**src/rtl/sam_pkg.sv**
```systemverilog
// Shared types and tables for the SAM video address counter.
// The divider tables are indexed by the VDG mode bits V2..V0.
package sam_pkg;

    localparam int ADDR_W = 16;
    localparam int OFF_W  = 7;

    typedef enum logic [2:0] {
        ALPHA = 3'd0,
        G1C   = 3'd1,
        G1R   = 3'd2,
        G2C   = 3'd3,
        G2R   = 3'd4,
        G3C   = 3'd5,
        G3R   = 3'd6,
        DMA   = 3'd7
    } sam_mode_e;

    // Tables hold divider-1, entries ordered mode 7 down to mode 0
    localparam logic [7:0][1:0] XDIV_M1 = {
        2'd0, 2'd0, 2'd0, 2'd0, 2'd1, 2'd0, 2'd2, 2'd0
    };
    localparam logic [7:0][3:0] YDIV_M1 = {
        4'd0, 4'd0, 4'd0, 4'd1, 4'd0, 4'd2, 4'd0, 4'd11
    };

    function automatic logic [1:0] xdiv_m1(input sam_mode_e m);
        return XDIV_M1[m];
    endfunction

    function automatic logic [3:0] ydiv_m1(input sam_mode_e m);
        return YDIV_M1[m];
    endfunction

endpackage

```
**src/rtl/sam_edge_det.sv**
```systemverilog
// Synchronous falling-edge detector: one input register plus a previous-value register.
// The first sample after reset seeds both registers so a level held through reset is not an edge.
module sam_edge_det #(
    parameter logic IDLE = 1'b1
) (
    input  logic clk,
    input  logic reset,
    input  logic din,
    output logic fall
);

    logic sync_q;
    logic prev_q;
    logic skip_q;

    always_ff @(posedge clk) begin
        if (reset) begin
            sync_q <= IDLE;
            prev_q <= IDLE;
            skip_q <= 1'b1;
        end else begin
            sync_q <= din;
            prev_q <= skip_q ? din : sync_q;
            skip_q <= 1'b0;
        end
    end

    assign fall = prev_q & ~sync_q;

endmodule

```
**src/rtl/sam_vcounter.sv**
```systemverilog
// SAM VDG video address counter with X/Y dividers per display mode.
// Define SAM_VCOUNTER_DMA_EN to make mode 111 a free-running VClk-driven counter.
module sam_vcounter
    import sam_pkg::*;
(
    input  logic              clk,
    input  logic              reset,
    input  logic [2:0]        mode,
    input  logic [OFF_W-1:0]  disp_offset,
    input  logic              da0,
    input  logic              hs_n,
    input  logic              fs_n,
    input  logic              vclk_en,
    output logic [ADDR_W-1:0] vid_addr,
    output logic              fetch
);

    logic              da0_fall;
    logic              hs_fall;
    logic              fs_fall;
    logic [ADDR_W-1:0] row_start;
    logic [1:0]        xcnt;
    logic [3:0]        ycnt;
    sam_mode_e         mode_e;
    sam_mode_e         mode_q;
    logic              mode_chg;
    logic [1:0]        x_m1;
    logic [3:0]        y_m1;
    logic [ADDR_W-1:0] preset;

    sam_edge_det #(.IDLE(1'b1)) u_da0 (
        .clk   (clk),
        .reset (reset),
        .din   (da0),
        .fall  (da0_fall)
    );

    sam_edge_det #(.IDLE(1'b1)) u_hs (
        .clk   (clk),
        .reset (reset),
        .din   (hs_n),
        .fall  (hs_fall)
    );

    sam_edge_det #(.IDLE(1'b1)) u_fs (
        .clk   (clk),
        .reset (reset),
        .din   (fs_n),
        .fall  (fs_fall)
    );

    assign mode_e   = sam_mode_e'(mode);
    assign mode_chg = (mode_e != mode_q);
    assign x_m1     = xdiv_m1(mode_e);
    assign y_m1     = ydiv_m1(mode_e);
    assign preset   = {disp_offset, 9'b0};

`ifdef SAM_VCOUNTER_DMA_EN
    logic dma_run;
    assign dma_run = (mode_e == DMA);
`else
    logic unused_vclk_en;
    assign unused_vclk_en = vclk_en;
`endif

    always_ff @(posedge clk) begin
        if (reset) begin
            vid_addr  <= '0;
            row_start <= '0;
            xcnt      <= '0;
            ycnt      <= '0;
            fetch     <= 1'b0;
            mode_q    <= ALPHA;
        end else begin
            fetch  <= 1'b0;
            mode_q <= mode_e;
            if (fs_fall) begin
                vid_addr  <= preset;
                row_start <= preset;
                xcnt      <= '0;
                ycnt      <= '0;
                fetch     <= 1'b1;
            end else if (mode_chg) begin
                xcnt <= '0;
                ycnt <= '0;
`ifdef SAM_VCOUNTER_DMA_EN
            end else if (dma_run) begin
                if (vclk_en) begin
                    vid_addr <= vid_addr + 16'd1;
                    fetch    <= 1'b1;
                end
`endif
            end else if (hs_fall) begin
                xcnt <= '0;
                if (ycnt >= y_m1) begin
                    ycnt      <= '0;
                    row_start <= vid_addr;
                end else begin
                    ycnt     <= ycnt + 4'd1;
                    vid_addr <= row_start;
                    fetch    <= (vid_addr != row_start);
                end
            end else if (da0_fall) begin
                if (xcnt >= x_m1) begin
                    xcnt     <= '0;
                    vid_addr <= vid_addr + 16'd1;
                    fetch    <= 1'b1;
                end else begin
                    xcnt <= xcnt + 2'd1;
                end
            end
        end
    end

endmodule

```
**config.mk**
```make
export PLATFORM = sky130hd
export DESIGN_NAME = sam_vcounter
export DESIGN_NICKNAME = d
export VERILOG_FILES = /design/src/rtl/sam_pkg.sv /design/src/rtl/sam_edge_det.sv /design/src/rtl/sam_vcounter.sv
export SDC_FILE = /design/constraint.sdc
export NUM_CORES = 1
export LEC_CHECK = 0
export ABC_AREA = 0
export CELL_PAD_IN_SITES_DETAIL_PLACEMENT = 1
export CELL_PAD_IN_SITES_GLOBAL_PLACEMENT = 2
export CORE_MARGIN = 2
export CORE_UTILIZATION = 30
export DETAILED_ROUTE_END_ITERATION = 10
export PLACE_DENSITY = 0.74
export SLEW_MARGIN = 30
export SYNTH_ARGS = -nofsm -noshare
export SYNTH_HDL_FRONTEND = slang
export SYNTH_SLANG_ARGS = --single-unit
```
**constraint.sdc**
```tcl
create_clock -name clk -period 2.25 [get_ports clk]
set_input_delay 0.3375 -clock clk [delete_from_list [all_inputs] [get_ports clk]]
set_output_delay 0.3375 -clock clk [all_outputs]
set_load 0.05 [all_outputs]
```
==> results of run 1 <==
-- metrics by stage --
stage / utilization [%] / area [µm²] / hold WS [ns] / total power [mW]
5_1_grt: 41.7 / 3840 / 0.434 / 2.22
3_5_place_dp: 38.4 / 3530 / 0.483 / 1.34
3_3_place_gp: 38.4 / 3530 / 0.475 / 1.33
6_report: 41.7 / 3840 / 0.415 / 2.12
2_1_floorplan: - / 2840 / 0.365 / 1.17
4_1_cts: 41.6 / 3830 / 0.464 / 2.14
-- worst max-delay path by stage --
stage,from,end,slack [ns]
after floorplan,mode[2],vid_addr[13]$_SDFFE_PP0P_,0.03
after global placement,mode[0],vid_addr[9]$_SDFFE_PP0P_,-0.53
after detailed placement,mode[2],vid_addr[10]$_SDFFE_PP0P_,-0.62
after CTS,mode[2],vid_addr[11]$_SDFFE_PP0P_,0.05
after global routing,mode[1],vid_addr[2]$_SDFFE_PP0P_,-0.02
final,mode[1],vid_addr[11]$_SDFFE_PP0P_,0.10
-- cell type report --
cell class / instances / area (µm²)
fillers: 1094 / 5360
clock inverters: 3 / 65.1
well taps: 111 / 139
multi-input cells: 258 / 1790
inverters: 7 / 26.3
clock buffers: 5 / 68.8
repair buffers: 82 / 767
flip-flops and latches: 49 / 981
-- layout by cell type, fill, tap and decap left out, types with 3 or more instances in the layout --
| cell | count |
|---|---|
| a21oi_2 | 3 |
| nor3_1 | 8 |
| nor2b_1 | 9 |
| a31oi_1 | 5 |
| or3_1 | 4 |
| o21bai_1 | 3 |
| nor4_1 | 4 |
| or2_2 | 5 |
| clkbuf_8 | 5 |
| nand2_1 | 22 |
| nand2b_1 | 5 |
| nor2_2 | 3 |
| nand4_1 | 8 |
| buf_12 | 4 |
| dfxtp_1 | 49 |
| o21ai_0 | 16 |
| mux2i_1 | 12 |
| a21oi_1 | 24 |
| xor2_1 | 21 |
| buf_6 | 3 |
| a211o_1 | 3 |
| buf_4 | 43 |
| o21ai_1 | 3 |
| clkdlybuf4s50_1 | 28 |
| inv_1 | 7 |
| nand3_1 | 12 |
| nor2_1 | 24 |
| mux2_2 | 7 |
| ha_1 | 4 |
-- power by group through the flow --
stage	sequential, mW	clock, mW	combinational [mW]
after global placement	0.946	0	0.389
after CTS	0.926	0.801	0.417
after global routing	0.931	0.834	0.453
final	0.926	0.775	0.418
after detailed placement	0.946	0	0.392
after floorplan	0.971	0	0.194
-- timing repair --
action | CTS | global route
setup endpoints to repair | 37 | 11
cloned | 1 | 0
resized for setup | 25 | 6
hold endpoints to repair | 0 | 0
setup buffers | 4 | 0
pin swaps | 5 | 2
-- flip-flops by register name (all words and copies together), names as in the netlist --
| register | cells |
|---|---|
| u_da0.sync_q | 1 |
| u_hs.sync_q | 1 |
| u_da0.prev_q | 1 |
| u_fs.prev_q | 1 |
| u_hs.prev_q | 1 |
| vid_addr | 16 |
| row_start | 16 |
| xcnt | 2 |
| fetch | 1 |
| mode_q | 3 |
| u_fs.sync_q | 1 |
| ycnt | 4 |
| u_fs.skip_q | 1 |
-- cell families (layout without fill, tap and decap cells) --
group | count (synthesis) | in the layout | synth area share [%]
AND/OR/NAND/NOR | 118 | 118 | 21.5
XOR/XNOR | 23 | 23 | 7.09
multiplexers | 19 | 19 | 7.00
flip-flops | 49 | 49 | 34.5
buffers and inverters | 33 | 97 | 5.42
AO/OA/AOI/OAI | 91 | 91 | 21.3
adder cells (fa/ha/maj) | 7 | 7 | 3.08
-- metal layers --
metal	track usage [%]	wire, µm
met5	0	0
met2	31.9	4310
met4	5.30	110
met1	24.7	4290
met3	2.83	308
-- critical path, delay by kind of cell --
family,cells,cell delay (ns)
and+or+nand+nor,2,0.78
buffers and inverters,2,0.45
adders and majority gates,1,0.18
AOI/OAI and AO/OA,4,0.62
==> impl_results.md, run 1 <==
* Asr flop ratio synth at 0%
* WP data required at 2.46 ns
* Tmin final at 2.15 ns
* Pin count of the biggest net entering global routing at 16
* DR WL/cell at 17.5 µm
* LEAKAGE at 1.49 nW
* Worst path max stage delay at 0.39 ns
* Setup ws final at 0.101 ns
* Reg2reg setup slack at 0.21 ns
* First-pass GRT wire length at 15.0 mm
* Largest area contributor in the netlist: dfxtp_1
* Slew HR at 65.7%
* Starting DRC count in detailed routing at 101
* Inst Count DP at 502
* DR vias at 2741
* Seq cells post-synth at 49
* Die width at 101 µm
* CTS tree: done
* Number of remaining DRC errors at 0
* Layout Nets at 426
* Max clock buf depth at 2
* Hold/Removal Path Class: input port to flip-flop
* Worst min-delay path startpoint: mode[2]
* RSZ-0062 raised after global routing: yes
* Logic pwr share at 19.7%
* Hold Path Cell Cnt at 3
* Antenna-violating nets left at 0
* Count leader, synth: dfxtp_1
* Clock group share of total power at 36.6%
* Post-synth top cells: dfxtp_1 (49), a21oi_1 (26), nor2_1 (26), nand2_1 (22), xor2_1 (21)
* # hold bufs at CTS at 0
* Reg2reg start: ycnt[0]$_SDFFE_PP0P_
* Final setup fails at 0
* Pre-CTS setup slack at -0.624 ns
* Clk sink count at 49
* CP max stage cell: or3b_4
* Fin crit share at 95.5%
* Syn-to-layout area delta at 35.1%
* TNS Setup at 0 ns
* VDD IR max at 0.000298 V
* Pint at 1.52 mW
* Post-route insts no fill at 515
* Most used cell, CP: o31a_1
* TritonRoute pass-1 iters at 4
* Yosys cell types at 56
* Core Rows at 35
* Synth warn at 0
* Clk Latency, worst-skew pair at 0.32 ns
* Die ar. at 10300 µm²
* Reg clk slew, reported paths at 0.09 ns
* Top area cells in the synthesized netlist: dfxtp_1 (35%), xor2_1 (6.5%), a21oi_1 (4.6%), mux2i_1 (4.2%), nor2_1 (3.4%)
* Pwr dens at 552 nW/µm²
* Fmax at 465 MHz
* Ratio of cells with drive above 1 in the final layout at 23.8%
* Part of the power in registers at 43.7%
* Vias/cell at 5.32
* P_sw at 0.596 mW
* Worst r2r dst: vid_addr[9]$_SDFFE_PP0P_
* Slew Limit Fails at 0
* Mean post-synth cell area at 8.35 µm²
* PortBufs at 31
* Final Hold Viols at 0
* Arrival time at the worst endpoint at 2.36 ns
* Die height at 101 µm
* Final WL at 9.01 mm
* CTS Root Cell: clkbuf_8
* # IOs at 33
* Outcome: finished, final reports clean
* Seq/Total Area, Yosys at 34.5%
* Initial antenna violation count at 0
* Crit Path Max Fanout at 5
* Worst-Margin Slew at 0.513 ns
* Ant diodes at 0
* Post-Synthesis Cells at 340
* Max_cap viols at 0
* Number of flops mapped to enable cells by yosys at 0
* GP Congestion at 0.861
* Gr usage total at 18.7%
* Critical path class: input port to flip-flop
* WHS Endpoint: mode_q[2]$_SDFF_PP0_
* Crit-path cells: dlygate4sd2_1 > or3b_4 > ha_2 > or3b_1 > o211ai_1 > buf_4 > o31a_1 > a31oi_1 > o31a_1
* Htree depth at 2
* Synth Flop Type: dfxtp_1
* Critical Path End Type: flip-flop
* Syn nets at 363
* Core area at 9200 µm²
* FF-to-FF path depth at 8
* GRT overflow at 0
* TritonCTS Buffers at 5
* Area of the mapped netlist at 2840 µm²
* Clock Skew at 0.00995 ns
* Net Sw Frac at 28.1%
* Number of global-route vias before repair at 2947
* Top cell type's share of synthesized area at 34.5%
* Starting Density at 30.9%
* DP Wirelength at 6.64 mm
* Kind of start point of the critical path: input port
Note: power is estimated with default switching activity, not from simulation.
==> run 2: changes to the inputs <==
- GPL_TIMING_DRIVEN: default -> 0
- HOLD_SLACK_MARGIN: default -> 0.03
==> run 2 against run 1 <==
Net effect:
- first-iteration DRC count is 4.0% higher
- power is 6.7% lower
- register-to-register slack worse by 0.05 ns
- sequential power is 0.5% lower
- worst setup slack worse by 0.031 ns
- sequential share of layout area is 2.5 points higher
- clock-buffer cell count is 2 higher
- global-route usage hardly changed
- flip-flop and latch count stayed put
==> impl_results.md, run 2 (synthesis results as in run 1) <==
* Max_cap viols at 0 (unchanged)
* Crit-path cells: clkdlybuf4s15_2 > or3_1 > ha_1 > nor2_2 > a21o_1 > buf_6 > mux2_2 > a22oi_1 > a311oi_1
* Part of the power in registers at 46.6% (+2.9 points)
* Slew HR at 42.6% (-23 points)
* Final Core Density at 38.1% (-3.6 points)
* Layout Nets at 404 (-5.2%)
* LEAKAGE at 1.30 nW (-13%)
* # hold bufs at CTS at 0 (unchanged)
* Gr usage total at 18.7% (about the same)
* Setup ws final at 0.0697 ns (-0.0314 ns)
* Critical path class: input port to flip-flop
* Max clock buf depth at 2 (unchanged)
* DP Wirelength at 6.62 mm (-0.36%)
* Die height at 101 µm (unchanged)
* Critical Path End Type: flip-flop
* Core area at 9200 µm² (unchanged)
* Net Sw Frac at 29.1% (+0.97 points)
* Clk sink count at 49 (unchanged)
* VDD IR max at 0.000223 V (-25%)
* Starting Density at 30.9% (unchanged)
* CTS Root Cell: clkbuf_8
* GP Congestion at 0.801 (-7.0%)
* Sequential cell area at 983 µm² (+0.26%)
* Inst Count DP at 482 (-4.0%)
* Clock group share of total power at 34.3% (-2.3 points)
* Arrival time at the worst endpoint at 2.37 ns (about the same)
* Worst path max stage delay at 0.37 ns (-0.02 ns)
* Ant diodes at 0 (unchanged)
* Pwr dens at 564 nW/µm² (+2.1%)
* PnR Total Power at 1.98 mW (-6.7%)
* Clk Latency, worst-skew pair at 0.31 ns (about the same)
* Tmin final at 2.18 ns (+0.0314 ns)
* Ratio of cells with drive above 1 in the final layout at 16.2% (-7.5 points)
* DR WL/cell at 18.5 µm (+5.5%)
* Logic pwr share at 19.1% (-0.6 points)
* Fin crit share at 96.9% (+1.4 points)
* Number of global-route vias before repair at 2756 (-6.5%)
* PortBufs at 31 (unchanged)
* TritonRoute pass-1 iters at 4 (unchanged)
* First-pass GRT wire length at 14.8 mm (-1.3%)
* Worst-Margin Slew at 0.858 ns (+0.345 ns)
* Pre-CTS setup slack at -1.23 ns (-0.611 ns)
* Pint at 1.40 mW (-7.9%)
* Vias/cell at 5.44 (+2.2%)
* Final Hold Viols at 0 (unchanged)
* Reg clk slew, reported paths at 0.10 ns (about the same)
* RSZ-0062 raised after global routing: yes
* Die width at 101 µm (unchanged)
* Clock Skew at 0.0125 ns (+0.00258 ns)
* TNS Setup at 0 ns (unchanged)
* Die ar. at 10300 µm² (unchanged)
* Slew Limit Fails at 0 (unchanged)
* WP data required at 2.44 ns (-0.02 ns)
* TritonCTS Buffers at 5 (unchanged)
* Top Registers: row_start: 16 flops, vid_addr: 16 flops, ycnt: 4 flops
* Starting DRC count in detailed routing at 105 (+4.0%)
* Multi-input logic area at 1770 µm² (-0.91%)
* CTS tree: done
* Core Rows at 35 (unchanged)
* Worst hold slack at 0.332 ns (-0.0837 ns)
* Design area at 3510 µm² (-8.6%)
* Initial antenna violation count at 0 (unchanged)
* Fmax at 459 MHz (-1.4%)
* Antenna-violating nets left at 0 (unchanged)
* Area after DPL at 3290 µm² (-6.9%)
* Number of remaining DRC errors at 0 (unchanged)
* # IOs at 33 (unchanged)
* Hold/Removal Path Class: input port to flip-flop
* Final setup fails at 0 (unchanged)
* Outcome: finished, final reports clean
* Final WL at 9.10 mm (+0.99%)
* Pin count of the biggest net entering global routing at 15 (-1)
* CP max stage cell: or3_1
* Number of fillers in the final layout at 1106 (+1.1%)
* Kind of start point of the critical path: input port
* Syn-to-layout area delta at 23.5%
* Htree depth at 2 (unchanged)
* P_sw at 0.575 mW (-3.5%)
* Post-route insts no fill at 493 (-4.3%)
* GRT overflow at 0 (unchanged)
* Commonest cells after routing, fill and taps aside: dfxtp_1 (47), clkdlybuf4s50_1 (28), a21oi_1 (25), nor2_1 (24), nand2_1 (22)
* Crit Path Max Fanout at 8 (+3)
* Most common cell after layout, fill and taps aside: dfxtp_1
* DR vias at 2681 (-2.2%)
## run 2: cell types whose count changed in the layout (fill, tap and decap cells not counted), moves of 4 or more
cell      before  now
clkbuf_1       0   12
buf_12         4    0
buf_2          0   10
buf_4         43    3
## run 2: worst paths after layout
path / startpoint / to / slack (ns) / depth (start not counted)
max: mode[1] / vid_addr[9]$_SDFFE_PP0P_ / 0.07 / 9
min: mode[0] / mode_q[0]$_SDFF_PP0_ / 0.33 / 2
max reg2reg: ycnt[0]$_SDFFE_PP0P_ / vid_addr[9]$_SDFFE_PP0P_ / 0.16 / 8
min reg2reg: ycnt[0]$_SDFFE_PP0P_ / ycnt[0]$_SDFFE_PP0P_ / 0.50 / 2
## run 2: final cells by class
class | instances | area share, %
inverters | 7 | 0.749
clock inverters | 1 | 0.856
multi-input cells | 258 | 50.6
well taps | 111 | 3.96
flip-flops and latches | 49 | 28.0
repair buffers | 34 | 9.24
clock buffers | 7 | 2.46
plain buffers | 26 | 4.14
## run 2: timing repair
item / 4_1_cts / 5_1_grt
buffers inserted: 3 / 0
setup endpoints to repair: 39 / 19
resized for setup: 28 / 9
pin swaps: 2 / 2
## run 2: routing by layer
layer  vias to the layer above  wire (µm)  global-route usage (%)
met5                         -          0                       0
met4                         0        146                    5.30
met3                        11        325                    2.42
met2                        51       4310                    30.7
met1                      1308       4320                    25.8
li1                       1311          -                       -
## run 2: critical path, delay by kind of cell
kind,cells,cell delay [ns]
mux,1,0.34
compound gates,3,0.44
buf+inv,2,0.39
simple gates,2,0.55
fa+ha+maj,1,0.30
## run 2: power by group through the flow
| stage | Combinational [mW] | Clock (mW) | Sequential (mW) |
|---|---|---|---|
| 6_report | 0.378 | 0.679 | 0.921 |
| 5_1_grt | 0.411 | 0.748 | 0.926 |
| 4_1_cts | 0.380 | 0.714 | 0.921 |
| 3_5_place_dp | 0.362 | 0 | 0.941 |
| 3_3_place_gp | 0.358 | 0 | 0.940 |
| 2_1_floorplan | 0.194 | 0 | 0.971 |
==> run 3: changes to the inputs <==
- ABC_CLOCK_PERIOD_IN_PS: default -> 2250
- CAP_MARGIN: default -> 20
==> results of run 3 <==
Same layout as run 2: the final DEF is identical, and so are final timing and power.
